<file path="src/rtl/i2c_req_arbiter_if.sv">
// Signal bundle between four requesters, the arbiter and a single I2C master engine.
// Per-requester fields are packed [requester][field] so requester i owns bits [W*i+W-1:W*i].
interface i2c_req_arbiter_if;
  logic [3:0]      req;
  logic [3:0][6:0] req_addr;
  logic [3:0]      req_rw;
  logic [3:0][7:0] req_wdata;
  logic [3:0]      gnt;
  logic [3:0]      rsp_valid;
  logic [7:0]      rsp_rdata;
  logic            rsp_err;
  logic            m_start;
  logic [6:0]      m_addr;
  logic            m_rw;
  logic [7:0]      m_wdata;
  logic            m_busy;
  logic            m_done;
  logic            m_ack_err;
  logic [7:0]      m_rdata;

  // slave = the arbiter; master = requesters plus the I2C engine around it
  modport slave (
    input  req, req_addr, req_rw, req_wdata, m_busy, m_done, m_ack_err, m_rdata,
    output gnt, rsp_valid, rsp_rdata, rsp_err, m_start, m_addr, m_rw, m_wdata
  );
  modport master (
    output req, req_addr, req_rw, req_wdata, m_busy, m_done, m_ack_err, m_rdata,
    input  gnt, rsp_valid, rsp_rdata, rsp_err, m_start, m_addr, m_rw, m_wdata
  );
endinterface

</file>
<file path="src/rtl/i2c_req_arbiter.sv">
// Round-robin 4-requester front end for one I2C master: grants, issues one transaction at a
// time, waits for completion or timeout, returns a one-cycle response and keeps statistics.
module i2c_req_arbiter #(
  parameter int TIMEOUT_CYC = 400000,
  parameter int SYS_FREQ    = 40000000
) (
  input  logic                 clk,
  input  logic                 rst,
  i2c_req_arbiter_if.slave     bus,
  output logic [15:0]          tx_count,
  output logic [7:0]           err_count
);

  if (TIMEOUT_CYC < 1 || SYS_FREQ < 1) begin : g_bad_param
    $error("i2c_req_arbiter: TIMEOUT_CYC and SYS_FREQ must be positive");
  end

  localparam int CW = $clog2(TIMEOUT_CYC + 1);
  localparam logic [CW-1:0] TMO_LAST = CW'(TIMEOUT_CYC - 1);

  typedef enum logic [2:0] {IDLE, ARB, ISSUE, WAIT, RESP} state_t;

  state_t        state;
  logic [1:0]    ptr;
  logic [1:0]    win_q;
  logic [CW-1:0] tmo_cnt;
  logic [1:0]    win;
  logic          any;

  // Rotating search: scanning offsets high to low lets the lowest offset from ptr win.
  always_comb begin
    win = ptr;
    any = 1'b0;
    for (int k = 3; k >= 0; k--) begin
      if (bus.req[ptr + 2'(k)]) begin
        win = ptr + 2'(k);
        any = 1'b1;
      end
    end
  end

  always_ff @(posedge clk or negedge rst) begin
    if (!rst) begin
      state         <= IDLE;
      ptr           <= '0;
      win_q         <= '0;
      tmo_cnt       <= '0;
      bus.gnt       <= '0;
      bus.rsp_valid <= '0;
      bus.rsp_rdata <= '0;
      bus.rsp_err   <= 1'b0;
      bus.m_start   <= 1'b0;
      bus.m_addr    <= '0;
      bus.m_rw      <= 1'b0;
      bus.m_wdata   <= '0;
      tx_count      <= '0;
      err_count     <= '0;
    end else begin
      bus.m_start   <= 1'b0;
      bus.rsp_valid <= '0;
      case (state)
        IDLE: if (|bus.req) state <= ARB;
        ARB: begin
          if (any) begin
            win_q       <= win;
            bus.gnt     <= 4'b0001 << win;
            bus.m_addr  <= bus.req_addr[win];
            bus.m_rw    <= bus.req_rw[win];
            bus.m_wdata <= bus.req_wdata[win];
            state       <= ISSUE;
          end else begin
            bus.gnt <= '0;
            state   <= IDLE;
          end
        end
        ISSUE: if (!bus.m_busy) begin
          bus.m_start <= 1'b1;
          tmo_cnt     <= '0;
          state       <= WAIT;
        end
        WAIT: begin
          tmo_cnt <= tmo_cnt + CW'(1);
          // A completion in the timeout cycle still carries the master's real data.
          if (bus.m_done) begin
            bus.rsp_rdata <= bus.m_rdata;
            bus.rsp_err   <= bus.m_ack_err;
            state         <= RESP;
          end else if (tmo_cnt == TMO_LAST) begin
            bus.rsp_rdata <= 8'h00;
            bus.rsp_err   <= 1'b1;
            state         <= RESP;
          end
        end
        RESP: begin
          bus.rsp_valid <= 4'b0001 << win_q;
          bus.gnt       <= '0;
          ptr           <= win_q + 2'd1;
          tx_count      <= tx_count + 16'd1;
          if (bus.rsp_err && err_count != 8'hFF) err_count <= err_count + 8'd1;
          state         <= IDLE;
        end
        default: state <= IDLE;
      endcase
    end
  end

endmodule

</file>
<file path="src/flat_wrapper.sv">
// flat-port wrapper written by rule: the top's interface ports become plain ports
module i2c_req_arbiter_flat 
#(
  parameter int TIMEOUT_CYC = 400000,
  parameter int SYS_FREQ    = 40000000
)
  (clk, rst, tx_count, err_count, bus_req, bus_req_addr, bus_req_rw, bus_req_wdata, bus_m_busy, bus_m_done, bus_m_ack_err, bus_m_rdata, bus_gnt, bus_rsp_valid, bus_rsp_rdata, bus_rsp_err, bus_m_start, bus_m_addr, bus_m_rw, bus_m_wdata);
  i2c_req_arbiter_if bus_i ();
  input  logic clk;
  input  logic rst;
  output logic [15:0] tx_count;
  output logic [7:0] err_count;
  input wire logic [$bits(bus_i.req)-1:0] bus_req;
  input wire logic [$bits(bus_i.req_addr)-1:0] bus_req_addr;
  input wire logic [$bits(bus_i.req_rw)-1:0] bus_req_rw;
  input wire logic [$bits(bus_i.req_wdata)-1:0] bus_req_wdata;
  input wire logic [$bits(bus_i.m_busy)-1:0] bus_m_busy;
  input wire logic [$bits(bus_i.m_done)-1:0] bus_m_done;
  input wire logic [$bits(bus_i.m_ack_err)-1:0] bus_m_ack_err;
  input wire logic [$bits(bus_i.m_rdata)-1:0] bus_m_rdata;
  output wire logic [$bits(bus_i.gnt)-1:0] bus_gnt;
  output wire logic [$bits(bus_i.rsp_valid)-1:0] bus_rsp_valid;
  output wire logic [$bits(bus_i.rsp_rdata)-1:0] bus_rsp_rdata;
  output wire logic [$bits(bus_i.rsp_err)-1:0] bus_rsp_err;
  output wire logic [$bits(bus_i.m_start)-1:0] bus_m_start;
  output wire logic [$bits(bus_i.m_addr)-1:0] bus_m_addr;
  output wire logic [$bits(bus_i.m_rw)-1:0] bus_m_rw;
  output wire logic [$bits(bus_i.m_wdata)-1:0] bus_m_wdata;
  assign bus_i.req = bus_req;
  assign bus_i.req_addr = bus_req_addr;
  assign bus_i.req_rw = bus_req_rw;
  assign bus_i.req_wdata = bus_req_wdata;
  assign bus_i.m_busy = bus_m_busy;
  assign bus_i.m_done = bus_m_done;
  assign bus_i.m_ack_err = bus_m_ack_err;
  assign bus_i.m_rdata = bus_m_rdata;
  assign bus_gnt = bus_i.gnt;
  assign bus_rsp_valid = bus_i.rsp_valid;
  assign bus_rsp_rdata = bus_i.rsp_rdata;
  assign bus_rsp_err = bus_i.rsp_err;
  assign bus_m_start = bus_i.m_start;
  assign bus_m_addr = bus_i.m_addr;
  assign bus_m_rw = bus_i.m_rw;
  assign bus_m_wdata = bus_i.m_wdata;
  i2c_req_arbiter #(.TIMEOUT_CYC(TIMEOUT_CYC), .SYS_FREQ(SYS_FREQ)) u_core (.clk(clk), .rst(rst), .bus(bus_i), .tx_count(tx_count), .err_count(err_count));
endmodule
</file>
<file path="config.mk">
export PLATFORM = sky130hd
export DESIGN_NAME = i2c_req_arbiter_flat
export DESIGN_NICKNAME = d
export VERILOG_FILES = /design/src/rtl/i2c_req_arbiter_if.sv /design/src/rtl/i2c_req_arbiter.sv /design/src/flat_wrapper.sv
export SDC_FILE = /design/constraint.sdc
export NUM_CORES = 1
export LEC_CHECK = 0
export ABC_AREA = 0
export CAP_MARGIN = 10
export CORE_MARGIN = 2
export CORE_UTILIZATION = 30
export CTS_CLUSTER_DIAMETER = 30
export DETAILED_ROUTE_END_ITERATION = 7
export PLACE_DENSITY_LB_ADDON = 0.12
export SYNTH_ARGS = -nofsm -noshare
export SYNTH_HDL_FRONTEND = slang
export SYNTH_SLANG_ARGS = --single-unit
</file>
<file path="constraint.sdc">
create_clock -name clk -period 2 [get_ports clk]
set_input_delay 0.4 -clock clk [delete_from_list [all_inputs] [get_ports clk]]
set_output_delay 0.4 -clock clk [all_outputs]
set_load 0.02 [all_outputs]
</file>
==> results.sh <==
export IMPL_grt_max_degree=34
export IMPL_synth_cell_types=45
export IMPL_synth_area_mm2=0.00410
export IMPL_clk_latency_ps=350
export IMPL_cts_htree_levels=3
export IMPL_yosysSeqAreaShare_pct=51.3
export IMPL_die_w_um=121
export IMPL_route_detailed_drc=0
export IMPL_final_common_cell="clkdlybuf4s50_1"
export IMPL_gp_congestion=0.764
export IMPL_track_usage_pct=15.6
export IMPL_reg2reg_to="u_core.bus.rsp_err"
export IMPL_min_path_type="input port to asynchronous set/reset pin"
export IMPL_path_clk_slew_ps=60
export IMPL_powerDensity_mw_per_mm2=1190
export IMPL_setup_tns_final_ps=0
export IMPL_viasPerCell=4.73
export IMPL_ios=139
export IMPL_wl_per_cell_um=15.2
export IMPL_dr_first_iter_drc_count=131
export IMPL_cp_cell_sequence="clkdlybuf4s50_1, or4_1, o21a_1, and2_4, buf_12, a221oi_4"
export IMPL_p_leak_nw=2.83
export IMPL_relSlewSlack_pct=65.9
export IMPL_crit_arrival_ps=2160
export IMPL_yosysWarnings=0
export IMPL_syn_to_final_growth_pct=54.3
export IMPL_final_cell_mix="clkdlybuf4s50_1 (135), dfrtp_1 (84), mux2i_1 (35)"
export IMPL_grt_pass1_wl_um=17700
export IMPL_placed_area_mm2=0.00591
export IMPL_ant_nets=0
export IMPL_finalHoldViolations=0
export IMPL_numCtsBuffers=9
export IMPL_antenna_cells=0
export IMPL_crit_path_end_kind="register"
export IMPL_skew_ps=9.28
export IMPL_synth_ff_type="dfrtp_1"
export IMPL_drv_slew=0
export IMPL_fin_total_pwr_mw=7.55
export IMPL_crit_buf_inv=2
export IMPL_antenna_found_initial=0
export IMPL_vias=3420
export IMPL_synthArstFlopShare_pct=100
export IMPL_cts_root_buffer="clkbuf_16"
export IMPL_criticalPathCategory="input port to register"
export IMPL_cts_tree="yes"
export IMPL_rr_worst_depth=6
export IMPL_hpwl_um=8080
export IMPL_firstDrtPassIters=6
export IMPL_max_clock_freq_ghz=0.523
export IMPL_final_cell_area_mm2=0.00633
export IMPL_r2r_start="u_core.tmo_cnt[14]"
export IMPL_rows=42
export IMPL_setup_violations=0
export IMPL_rsz0062_at_grt="false"
export IMPL_syn_nets=466
export IMPL_worst_path_max_fanout=18
export IMPL_clockBufferDepth=2
export IMPL_grt_ovfl_total=0
export IMPL_rrSetupSlack_ps=160
export IMPL_fin_nets=631
export IMPL_synth_edf_count=0
export IMPL_clock_sinks=84
export IMPL_status="completed"
export IMPL_worstSetupStartpointType="input port"
export IMPL_path_delay_family="simple AND/OR/NAND/NOR gates"
export IMPL_fin_crit_sh_pct=95.6
export IMPL_syn_inst=378
export IMPL_synth_seq_cells=84
export IMPL_drt_total_wl_um=11000
export IMPL_max_stage_delay_ps=540
export IMPL_maxCapViolCount=0
export IMPL_port_buffers=138
export IMPL_dieArea_mm2=0.0146
export IMPL_worst_pin_slew_ps=509
export IMPL_cpMaxStageDelayCell="or4_1"
export IMPL_avgSynthCellArea_um2=10.8
export IMPL_drive_gt1_share_pct=13.3
export IMPL_die_h_um=121
export IMPL_timing_final_crit_period_ps=1910
export IMPL_cp_required_ps=2250
export IMPL_ir_drop_v=0.000580
export IMPL_start_util_pct=30.8
export IMPL_coreArea_mm2=0.0133
export IMPL_grt_pass1_vias=3497
[what timing repair did]
action / CTS / global route
resized for setup: 7 / 8
setup endpoints to repair: 20 / 28
endpoints found under the hold margin: 15 / 0
hold buffers: 1 / 0
pin swaps: 0 / 1
setup buffers: 0 / 0
[per-layer routing]
layer  part of all wire (%)  wire, µm  vias up  global-route usage, %
met5                      0         0        -                      0
met4                    1.5       164        0                   5.16
met3                    4.6       499       12                   4.32
met2                     49      5340       73                   25.4
met1                     45      4960     1631                   19.9
li1                       -         -     1704                      -
[Yosys cell counts (4+ instances only)]
| master | instances | area share, % |
|---|---|---|
| o21ai_0 | 20 | 2.4 |
| a22o_1 | 13 | 2.8 |
| and2_1 | 6 | 0.92 |
| nor2_1 | 34 | 3.1 |
| xor2_1 | 10 | 2.1 |
| nand4_1 | 9 | 1.4 |
| mux2i_1 | 35 | 8.5 |
| nand2b_1 | 6 | 0.92 |
| clkbuf_1 | 8 | 0.73 |
| ha_1 | 7 | 2.1 |
| a21oi_1 | 4 | 0.49 |
| nand2_1 | 30 | 2.7 |
| nor3_1 | 7 | 0.85 |
| a221oi_2 | 7 | 2.6 |
| inv_1 | 10 | 0.92 |
| buf_2 | 4 | 0.49 |
| dfrtp_1 | 84 | 51 |
| a221oi_1 | 10 | 2.1 |
| nand3_1 | 20 | 2.4 |
| xnor2_1 | 13 | 2.8 |
[metrics by stage]
stage / setup slack [ps] / util (%) / hold slack, ps / cells
after floorplan: 136 / - / 104 / 378
after global placement: -361 / 44.5 / 293 / 707
after detailed placement: -397 / 44.5 / 297 / 707
after CTS: 13.1 / 47.3 / 469 / 723
after global routing: 13.2 / 47.6 / 490 / 723
final: 87.9 / 47.6 / 465 / 723
[power by group]
group / total (mW) / switching [mW] / internal, mW
clock network: 1.82 / 0.670 / 1.15
logic: 3.27 / 1.61 / 1.66
registers: 2.45 / 0.336 / 2.12
total: 7.55 / 2.62 / 4.93
[cells by family (layout without fill, tap and decap cells)]
group | after synthesis | count (layout) | synth area share (%)
adders and majority gates | 7 | 7 | 2.14
and+or+nand+nor | 132 | 132 | 16.2
AOI/OAI and AO/OA | 68 | 68 | 12.9
xor gates and xnor gates | 23 | 23 | 4.91
buffers and inverters | 26 | 195 | 3.14
muxes | 38 | 38 | 9.37
DFF | 84 | 84 | 51.3
[state kept, by name, indices dropped and copies added, names as in the netlist, 2 cells and up]
register,count
u_core.bus.gnt,4
u_core.bus.m_addr,7
u_core.bus.m_wdata,8
u_core.bus.rsp_rdata,8
u_core.bus.rsp_valid,4
u_core.err_count,8
u_core.ptr,2
u_core.state,3
u_core.tmo_cnt,19
u_core.tx_count,16
u_core.win_q,2
[how the worst max path moves through the flow]
stage,start,slack [ps],end,cells past startpoint
global route,u_core.state[1],10,u_core.tx_count[12],5
finish,bus_req[3],90,u_core.bus.m_addr[3],6
global placement,bus_req[2],-360,u_core.bus.m_addr[2],7
floorplan,bus_req[2],140,u_core.bus.m_wdata[6],7
CTS,bus_req[2],10,u_core.bus.m_addr[1],7
detailed placement,bus_req[2],-400,u_core.bus.m_addr[3],7
[layout make-up]
| type | instances | area, µm² |
|---|---|---|
| clock inverters | 4 | 72.6 |
| well taps | 176 | 220 |
| inverters | 10 | 37.5 |
| fillers | 1221 | 6970 |
| multi-input cells | 268 | 1950 |
| clock buffers | 11 | 253 |
| flip-flops and latches | 84 | 2100 |
| repair buffers | 170 | 1690 |
Note: power is estimated with default switching activity, not from simulation.
